$ cat src/rtl/dual_update_pkg.sv
// dual_update_pkg: shared types and arithmetic helpers for the horizon dual update
package dual_update_pkg;
  typedef enum logic [1:0] {IDLE, RUN, DRAIN, DONE} state_t;
  function automatic int step_w(input int n);
    return n > 1 ? $clog2(n) : 1;
  endfunction
  // Sign-extended operands in, result clamped or wrapped to w bits (still sign-extended)
  function automatic longint sat_add(input longint a, input longint b, input int w, input bit sat_en);
    longint s, hi, lo;
    s = a + b;
    hi = (longint'(1) <<< (w - 1)) - 1;
    lo = -hi - 1;
    return sat_en ? (s > hi ? hi : s < lo ? lo : s) : (s <<< (64 - w)) >>> (64 - w);
  endfunction
  function automatic longint abs_diff(input longint a, input longint b);
    return a > b ? a - b : b - a;
  endfunction
endpackage

$ cat src/rtl/dual_lane.sv
// dual_lane: one lane of the dual update; S1 registers a-b, S2 registers sat(dual + d)
module dual_lane import dual_update_pkg::*; #(
  parameter int W = 16,
  parameter int SAT_EN = 1
) (
  input  logic                clk,
  input  logic                reset,
  input  logic                ld1,
  input  logic                ld2,
  input  logic                zero,
  input  logic signed [W-1:0] a,
  input  logic signed [W-1:0] b,
  input  logic signed [W-1:0] dual,
  output logic signed [W-1:0] out,
  output logic        [W:0]   mag
);
  logic signed [W:0]   d;
  logic signed [W-1:0] dual_r;
  always_ff @(posedge clk or posedge reset)
    if (reset) begin
      d <= '0;
      dual_r <= '0;
      out <= '0;
    end else begin
      if (ld1) begin
        d <= zero ? '0 : (W+1)'(a) - (W+1)'(b);
        dual_r <= dual;
      end
      if (ld2) out <= W'(sat_add(longint'(dual_r), longint'(d), W, SAT_EN != 0));
    end
  assign mag = (W+1)'(abs_diff(longint'(d), longint'(0)));
endmodule

$ cat src/rtl/dual_update_horizon.sv
// dual_update_horizon: streams N_HORIZON ADMM dual-update steps and tracks max primal residuals
module dual_update_horizon import dual_update_pkg::*; #(
  parameter int STATE_DIM = 12,
  parameter int CONTROL_DIM = 4,
  parameter int W = 16,
  parameter int N_HORIZON = 10,
  parameter int SAT_EN = 1,
  localparam int SW = step_w(N_HORIZON)
) (
  input  logic                clk,
  input  logic                reset,
  input  logic                start,
  output logic                busy,
  input  logic                in_valid,
  output logic                in_ready,
  input  logic signed [W-1:0] x_k [STATE_DIM],
  input  logic signed [W-1:0] v_k [STATE_DIM],
  input  logic signed [W-1:0] g_k [STATE_DIM],
  input  logic signed [W-1:0] u_k [CONTROL_DIM],
  input  logic signed [W-1:0] z_k [CONTROL_DIM],
  input  logic signed [W-1:0] y_k [CONTROL_DIM],
  input  logic        [W:0]   tol_x,
  input  logic        [W:0]   tol_u,
  output logic                out_valid,
  input  logic                out_ready,
  output logic        [SW-1:0] out_step,
  output logic                ctrl_valid,
  output logic signed [W-1:0] y_out [CONTROL_DIM],
  output logic signed [W-1:0] g_out [STATE_DIM],
  output logic        [W:0]   res_x,
  output logic        [W:0]   res_u,
  output logic                converged,
  output logic                done
);
  localparam int CW = $clog2(N_HORIZON + 1);
  localparam logic [CW-1:0] N_C = CW'(N_HORIZON);
  state_t state, nxt;
  logic [CW-1:0] in_cnt, out_cnt;
  logic [W:0] tol_x_r, tol_u_r, max_x, max_u;
  logic [W:0] mag_x [STATE_DIM];
  logic [W:0] mag_u [CONTROL_DIM];
  logic v1, ctrl1, stall, in_fire, ld2, last_in;
  logic [SW-1:0] step1;
  assign stall = out_valid && !out_ready;
  assign in_ready = state == RUN && in_cnt < N_C && !stall;
  assign in_fire = in_valid && in_ready;
  assign ld2 = v1 && !stall;
  assign last_in = in_cnt == N_C - 1'b1;
  assign busy = state != IDLE;
  assign done = state == DONE;
  for (genvar i = 0; i < STATE_DIM; i++) begin : g_x
    dual_lane #(.W(W), .SAT_EN(SAT_EN)) lane (
      .clk(clk), .reset(reset), .ld1(in_fire), .ld2(ld2), .zero(1'b0),
      .a(x_k[i]), .b(v_k[i]), .dual(g_k[i]), .out(g_out[i]), .mag(mag_x[i])
    );
  end
  // The last step carries no control: its control lanes see d=0, passing y through and adding nothing to res_u
  for (genvar i = 0; i < CONTROL_DIM; i++) begin : g_u
    dual_lane #(.W(W), .SAT_EN(SAT_EN)) lane (
      .clk(clk), .reset(reset), .ld1(in_fire), .ld2(ld2), .zero(last_in),
      .a(u_k[i]), .b(z_k[i]), .dual(y_k[i]), .out(y_out[i]), .mag(mag_u[i])
    );
  end
  always_comb begin
    max_x = '0;
    max_u = '0;
    for (int j = 0; j < STATE_DIM; j++) max_x = mag_x[j] > max_x ? mag_x[j] : max_x;
    for (int j = 0; j < CONTROL_DIM; j++) max_u = mag_u[j] > max_u ? mag_u[j] : max_u;
    nxt = state == IDLE  ? (start ? RUN : IDLE) :
          state == RUN   ? (in_cnt == N_C ? DRAIN : RUN) :
          state == DRAIN ? (out_cnt == N_C ? DONE : DRAIN) : IDLE;
  end
  always_ff @(posedge clk or posedge reset)
    if (reset) begin
      state <= IDLE;
      in_cnt <= '0;
      out_cnt <= '0;
      tol_x_r <= '0;
      tol_u_r <= '0;
      res_x <= '0;
      res_u <= '0;
      converged <= 1'b0;
      v1 <= 1'b0;
      ctrl1 <= 1'b0;
      step1 <= '0;
      out_valid <= 1'b0;
      ctrl_valid <= 1'b0;
      out_step <= '0;
    end else begin
      state <= nxt;
      if (state == IDLE && start) begin
        in_cnt <= '0;
        out_cnt <= '0;
        res_x <= '0;
        res_u <= '0;
        tol_x_r <= tol_x;
        tol_u_r <= tol_u;
        converged <= 1'b0;
      end else begin
        if (in_fire) in_cnt <= in_cnt + 1'b1;
        if (out_valid && out_ready) out_cnt <= out_cnt + 1'b1;
      end
      if (state == DRAIN && out_cnt == N_C) converged <= (res_x <= tol_x_r) && (res_u <= tol_u_r);
      if (!stall) begin
        v1 <= in_fire;
        out_valid <= v1;
      end
      if (in_fire) begin
        step1 <= in_cnt[SW-1:0];
        ctrl1 <= !last_in;
      end
      if (ld2) begin
        out_step <= step1;
        ctrl_valid <= ctrl1;
        res_x <= max_x > res_x ? max_x : res_x;
        res_u <= max_u > res_u ? max_u : res_u;
      end
    end
endmodule

$ cat config.mk
export PLATFORM = sky130hd
export DESIGN_NAME = dual_update_horizon
export DESIGN_NICKNAME = d
export VERILOG_FILES = /design/src/rtl/dual_update_pkg.sv /design/src/rtl/dual_lane.sv /design/src/rtl/dual_update_horizon.sv
export SDC_FILE = /design/constraint.sdc
export NUM_CORES = 2
export LEC_CHECK = 0
export ABC_AREA = 1
export CAP_MARGIN = 20
export CORE_AREA = 2 2 428 430
export CTS_CLUSTER_DIAMETER = 100
export CTS_CLUSTER_SIZE = 20
export DETAILED_ROUTE_END_ITERATION = 6
export DIE_AREA = 0 0 430 432
export PLACE_DENSITY = 0.61
export SYNTH_ARGS = -nofsm -noshare
export SYNTH_HDL_FRONTEND = slang
export SYNTH_SLANG_ARGS = --single-unit
$ cat constraint.sdc
create_clock -name clk -period 79 [get_ports clk]
set_clock_uncertainty 0.2 [all_clocks]
set_input_delay 15.8 -clock clk [delete_from_list [all_inputs] [get_ports clk]]
set_output_delay 15.8 -clock clk [all_outputs]
set_load 0.005 [all_outputs]
# Word level (Yosys, flattened, before mapping)
# Cells that the tools add are included.
# op_classes
addsub	50
eq_ne	8
div	0
multipliers	0
shift	0
mux	85
magnitude_cmp	69
n_bitwise	0
reduce_logical	20
# ops
operator	count
$mux W17	41
$mux W16	32
$gt A17 B1 Y1 const B	18
$add A16 B17 Y18	16
$gt A18 B16 Y1 const B	16
$lt A18 B16 Y1 const B	16
$gt A17 B17 Y1	16
$sub A1 B17 Y17 const A	16
$sub A16 B16 Y17	16
$le A17 B17 Y1	2
$mux W4	4
$eq A4 B4 Y1 const B	3
$reduce_bool A2 Y1	5
$logic_and A1 B1 Y1	9
$add A4 B1 Y4 const B	2
$mux W2	4
$eq A2 B2 Y1 const B	2
$lt A4 B4 Y1 const B	1
$mux W1	4
$ne A2 B2 Y1 const B	2
$reduce_and A2 Y1	2
$logic_not A1 Y1	3
$eq A2 B1 Y1 const B	1
$logic_not A2 Y1	1
# word_totals
romBits	0
register_bits	875
mem_count	0
mem_bits_rw	0
latchBits	0
out_inout_bits	300
wordCells	294

# Longest topological paths before layout
# depth
word_depth	29
mapped_depth	199
ltp_nobuf	190

# By module
# From an unflattened synthesis, not the netlist that was laid out.
# unflattened
hier_cells	11965
hier_area_um2	79637.6
# modules_own_cells
mod	cells_each	instances	area_each_um2	seq_area_each_um2
dual_lane at g_u[3].lane ...	624	10	4119.0	1226.2
dual_lane at g_u[0].lane ...	624	5	4113.9	1226.2
dual_update_horizon	1982	1	13656.8	2277.2
dual_lane at g_u[2].lane	623	1	4221.5	1226.2

# Least setup slack after synthesis
# Ideal clock, no wire load.
# synth_path
kind	input -> output
from	in out_ready
to	out in_ready
required_ns	63.000
path_stages	4
path_buffers	0
arrival_time_ns	16.101
slack_ns	46.899
cell_sequence	nor2_1 inv_1 nand3_1 inv_1
# synth_between
elab_chain_len	4
# synth_lines
item	line	rtl
start: declaration	dual_update_horizon.sv:25	input logic out_ready,
$logic_not A1 Y1	dual_update_horizon.sv:44	assign stall = out_valid && !out_ready;
$logic_and A1 B1 Y1	dual_update_horizon.sv:44	
$logic_not A1 Y1	--	
$logic_and A1 B1 Y1	dual_update_horizon.sv:45	assign in_ready = state == RUN && in_cnt < N_C && !stall;
end: declaration	dual_update_horizon.sv:15	output logic in_ready,
# No other way between the ends.

# Worst setup path in the final report
# Ends and elaborated chain as after synthesis.

==> run_summary.xml <==
<?xml version="1.0" encoding="UTF-8"?>
<metrics>
  <group name="global_route">
    <metric name="grt_pass1_wl" unit="mm">398.1</metric>
    <metric name="first_global_vias" unit="">66440</metric>
    <metric name="grt_max_degree" unit="">157</metric>
    <metric name="antenna_violations_before_repair" unit="">67</metric>
    <metric name="globalRouteOverflowTotal" unit="">0</metric>
    <metric name="groute.usage.overall" unit="%">27.69</metric>
  </group>
  <group name="floorplan">
    <metric name="die_height" unit="um">432</metric>
    <metric name="die_width" unit="um">430</metric>
    <metric name="fp.coreArea" unit="um^2">181700</metric>
    <metric name="rows" unit="">157</metric>
    <metric name="initial_core_utilization" unit="%">39.32</metric>
    <metric name="dieArea" unit="um^2">185800</metric>
    <metric name="ios" unit="">1107</metric>
  </group>
  <group name="power">
    <metric name="power.share.clock" unit="%">32.7</metric>
    <metric name="power.internal" unit="uW">691.4</metric>
    <metric name="power.switching_fraction" unit="%">28.60</metric>
    <metric name="power.share.combinational" unit="%">18.4</metric>
    <metric name="power.ir.vdd_worst" unit="V">0.00001764</metric>
    <metric name="pwr-share-seq" unit="%">48.9</metric>
    <metric name="leakage" unit="uW">0.04682</metric>
    <metric name="power.density" unit="nW/um^2">11.20</metric>
    <metric name="power.net_switching" unit="uW">276.9</metric>
  </group>
  <group name="critical_path">
    <metric name="critical-path-slowest-cell" unit="">clkdlybuf4s50_1</metric>
    <metric name="data_arrival_time_of_the_critical_path" unit="ns">17.43</metric>
    <metric name="startpoint_type" unit="">primary input</metric>
    <metric name="r2r-start" unit="">g_x[0].lane.d[0]</metric>
    <metric name="critical_path.max_stage_delay" unit="ns">0.56</metric>
    <metric name="crit_required" unit="ns">63.00</metric>
    <metric name="critPathMaxFanout" unit="">3</metric>
    <metric name="regToRegEndpoint" unit="">res_x[4]</metric>
    <metric name="crit_path_end_kind" unit="">primary output</metric>
    <metric name="worstPathBufferInverterCount" unit="">4</metric>
    <metric name="worstSetupStartpoint" unit="">out_ready</metric>
    <metric name="path_cells" unit="">clkdlybuf4s50_1, nor2_1, inv_1, nand3_1, inv_1, clkdlybuf4s50_1</metric>
    <metric name="setup.worst_path.class" unit="">in2out</metric>
    <metric name="r2r.worst_path.cells" unit="">184</metric>
    <metric name="crit_family" unit="">buffers and inverters</metric>
    <metric name="worst-r2r-setup-slack" unit="ns">45.80</metric>
  </group>
  <group name="clock_network">
    <metric name="total_cts_buffers" unit="">55</metric>
    <metric name="post-cts-setup-buffer-count" unit="">0</metric>
    <metric name="clk_latency" unit="ns">0.73</metric>
    <metric name="post_cts.resized_instances" unit="">0</metric>
    <metric name="htree_levels" unit="">2</metric>
    <metric name="post_cts_hold_buffer_count" unit="">0</metric>
    <metric name="clock_path_buffers" unit="">3</metric>
    <metric name="clk_pin_slew" unit="ns">0.08</metric>
    <metric name="clock_tree_from_tritoncts" unit="">yes</metric>
    <metric name="cts_root_cell" unit="">clkbuf_16</metric>
    <metric name="cts_num_sinks" unit="">875</metric>
  </group>
  <group name="timing">
    <metric name="rsz0062_at_grt" unit="">false</metric>
    <metric name="setup-violations-final" unit="">0</metric>
    <metric name="finalHoldViolCount" unit="">0</metric>
    <metric name="layout_worst_path_cycle_share" unit="%">42.32</metric>
    <metric name="tmin_final" unit="ns">33.43</metric>
    <metric name="tightest_slew" unit="ns">1.136</metric>
    <metric name="hold_ws" unit="ns">0.2725</metric>
    <metric name="maxClockFrequency" unit="MHz">29.91</metric>
    <metric name="slew_violations" unit="">0</metric>
    <metric name="timing.slew.headroom" unit="%">24.27</metric>
    <metric name="finalSetupTns" unit="ns">0</metric>
  </group>
  <group name="layout">
    <metric name="final_cell_area" unit="um^2">86440</metric>
    <metric name="fin_nets" unit="">12480</metric>
    <metric name="drive_above_1_share" unit="%">4.172</metric>
    <metric name="areaGrowthSynthToFinish" unit="%">20.97</metric>
    <metric name="utilization_after_layout" unit="%">47.57</metric>
    <metric name="fin_cells" unit="">13240</metric>
    <metric name="final_cell_mix" unit="">nand2_1 (2711), inv_1 (1390), clkdlybuf4s50_1 (1106)</metric>
    <metric name="mostFrequentLayoutCell" unit="">nand2_1</metric>
    <metric name="layout.filler_cells" unit="">18270</metric>
  </group>
  <group name="synth">
    <metric name="synth.ff_latch_count" unit="">875</metric>
    <metric name="synth_area_per_cell" unit="um^2">7.263</metric>
    <metric name="syn_nets" unit="">11530</metric>
    <metric name="yosysUniqueCellTypes" unit="">74</metric>
    <metric name="synthesis.area" unit="um^2">71450</metric>
    <metric name="gate_count_after_technology_mapping" unit="">9838</metric>
    <metric name="synth.yosys.seq_area_share" unit="%">30.64</metric>
    <metric name="synth.yosys.warnings" unit="">0</metric>
    <metric name="synth_edf_count" unit="">0</metric>
    <metric name="postSynth.asyncResetShare" unit="%">100.0</metric>
    <metric name="synthFlopType" unit="">dfrtp_1</metric>
  </group>
  <group name="placed_design">
    <metric name="placed_cells" unit="">13120</metric>
    <metric name="gp_congestion" unit="">0.9692</metric>
    <metric name="detailedPlacementHpwl" unit="mm">215.7</metric>
    <metric name="io_buffer_count" unit="">1106</metric>
    <metric name="detailed_place.area" unit="um^2">84670</metric>
  </group>
  <group name="outcome">
    <metric name="run_status" unit="">finished, final reports clean</metric>
  </group>
  <group name="routing">
    <metric name="routed_wirelength" unit="mm">263.9</metric>
    <metric name="drt_pass1_iterations" unit="">6</metric>
    <metric name="detailroute.via_count" unit="">67920</metric>
    <metric name="drt_iter0_markers" unit="">4301</metric>
    <metric name="avgRoutedWirePerCell" unit="um">19.93</metric>
    <metric name="vias_per_cell" unit="">5.131</metric>
    <metric name="detail-route-antenna-nets" unit="">0</metric>
    <metric name="remaining_drc_errors" unit="">0</metric>
  </group>
  <group name="worst_hold_path">
    <metric name="timing.hold.worst_endpoint" unit="">out_step[3]</metric>
    <metric name="worst_hold_startpoint" unit="">out_step[3]</metric>
    <metric name="hold_path_class" unit="">reg2reg</metric>
    <metric name="worst_hold_path.num_cells" unit="">2</metric>
  </group>
  <group name="job">
    <metric name="timing.max_cap.violations" unit="">0</metric>
  </group>
</metrics>
## sequential cells by signal, summed over array words and instances, names as in the netlist, 64 cells and up, named ones only
signal / count
g_x.lane.out: 192
g_u.lane.d: 68
g_u.lane.dual_r: 64
g_x.lane.d: 204
g_u.lane.out: 64
g_x.lane.dual_r: 192
## worst min-delay path, stage by stage (launching register included)
cell and delay [ns]:
dfrtp_1 0.35, nand2_1 0.05, nand2_1 0.04
## per-layer routing
layer	wire length, um	GRT usage (%)	vias up	share of wire (%)
met5	138	0	-	0.052
met4	13730	13.93	20	5.2
met2	125800	46.83	1673	48
met1	113300	35.18	32130	43
li1	-	-	33700	-
met3	10880	2.747	402	4.1
## area by class of cell
type	count	area [um^2]	area share, %
diodes	43	107.6	0.1245
well taps	2385	2984	3.452
inverters	1412	5320	6.155
multi-input cells	7303	43090	49.85
repair buffers	1142	11380	13.16
clock inverters	18	255.2	0.2953
clock buffers	61	1409	1.630
flip-flops and latches	875	21900	25.33
## through the flow
| step | power (uW) | worst slack (ns) |
|---|---|---|
| floorplan | 552.0 | 38.41 |
| global placement | 659.1 | 45.48 |
| detailed placement | 660.1 | 45.52 |
| CTS | 980.4 | 45.52 |
| global route | 1013 | 41.85 |
| finish | 968.4 | 45.57 |
## Yosys cell counts (11+ instances only)
master / number / share of area [%]
a21boi_0: 12 / 0.13
a31oi_1: 15 / 0.13
nand2_1: 2712 / 14
nand3_1: 411 / 2.9
nor2_2: 15 / 0.13
xor2_1: 388 / 4.8
o21bai_2: 38 / 0.60
o21a_1: 16 / 0.17
nor3_2: 19 / 0.27
o31ai_1: 23 / 0.24
inv_1: 1393 / 7.3
a21oi_1: 752 / 5.3
buf_2: 36 / 0.25
o21ai_2: 27 / 0.33
a21o_1: 11 / 0.12
clkbuf_1: 164 / 0.86
o22ai_1: 104 / 0.91
inv_2: 15 / 0.079
xnor2_1: 46 / 0.56
or2_2: 68 / 0.60
dfrtp_1: 875 / 31
nand3_2: 102 / 1.4
nor3_1: 114 / 0.80
o21bai_1: 61 / 0.64
ha_1: 855 / 15
and2_1: 64 / 0.56
fa_1: 32 / 0.90
nor4_1: 22 / 0.19
buf_4: 26 / 0.27
a22oi_1: 13 / 0.14
nand2_2: 24 / 0.21
o21ai_1: 43 / 0.30
nor2_1: 646 / 3.4
or2_1: 24 / 0.21
a211oi_1: 23 / 0.24
o21ai_0: 505 / 3.5
nand4_1: 35 / 0.31
## cells by family (layout without fill, tap and decap cells)
kind of cell | after synthesis | in the layout | share of synthesized area [%]
and+or+nand+nor | 4275 | 4275 | 25.49
AOI/OAI and AO/OA | 1699 | 1699 | 13.48
buffers and inverters | 1660 | 2633 | 9.077
adders and majority gates | 887 | 887 | 15.87
DFF | 875 | 875 | 30.64
xor gates and xnor gates | 435 | 435 | 5.342
muxes | 7 | 7 | 0.09806
other | 0 | 43 | 0
## how the worst max path moves through the flow
stage	end	cells after the start
5_1_grt	res_x[13]	184
3_3_place_gp	in_ready	6
2_1_floorplan	asynchronous set/reset pin	1
3_5_place_dp	in_ready	6
4_1_cts	in_ready	6
6_report	in_ready	6
## power by group through the flow
| stage | Sequential, uW | Combinational, uW | Clock (uW) |
|---|---|---|---|
| global placement | 482 | 178 | 0 |
| CTS | 473 | 180 | 327 |
| floorplan | 481 | 71.3 | 0 |
| detailed placement | 482 | 179 | 0 |
| global route | 475 | 196 | 342 |
| finish | 473 | 178 | 317 |
Note: power is estimated with default switching activity, not from simulation.
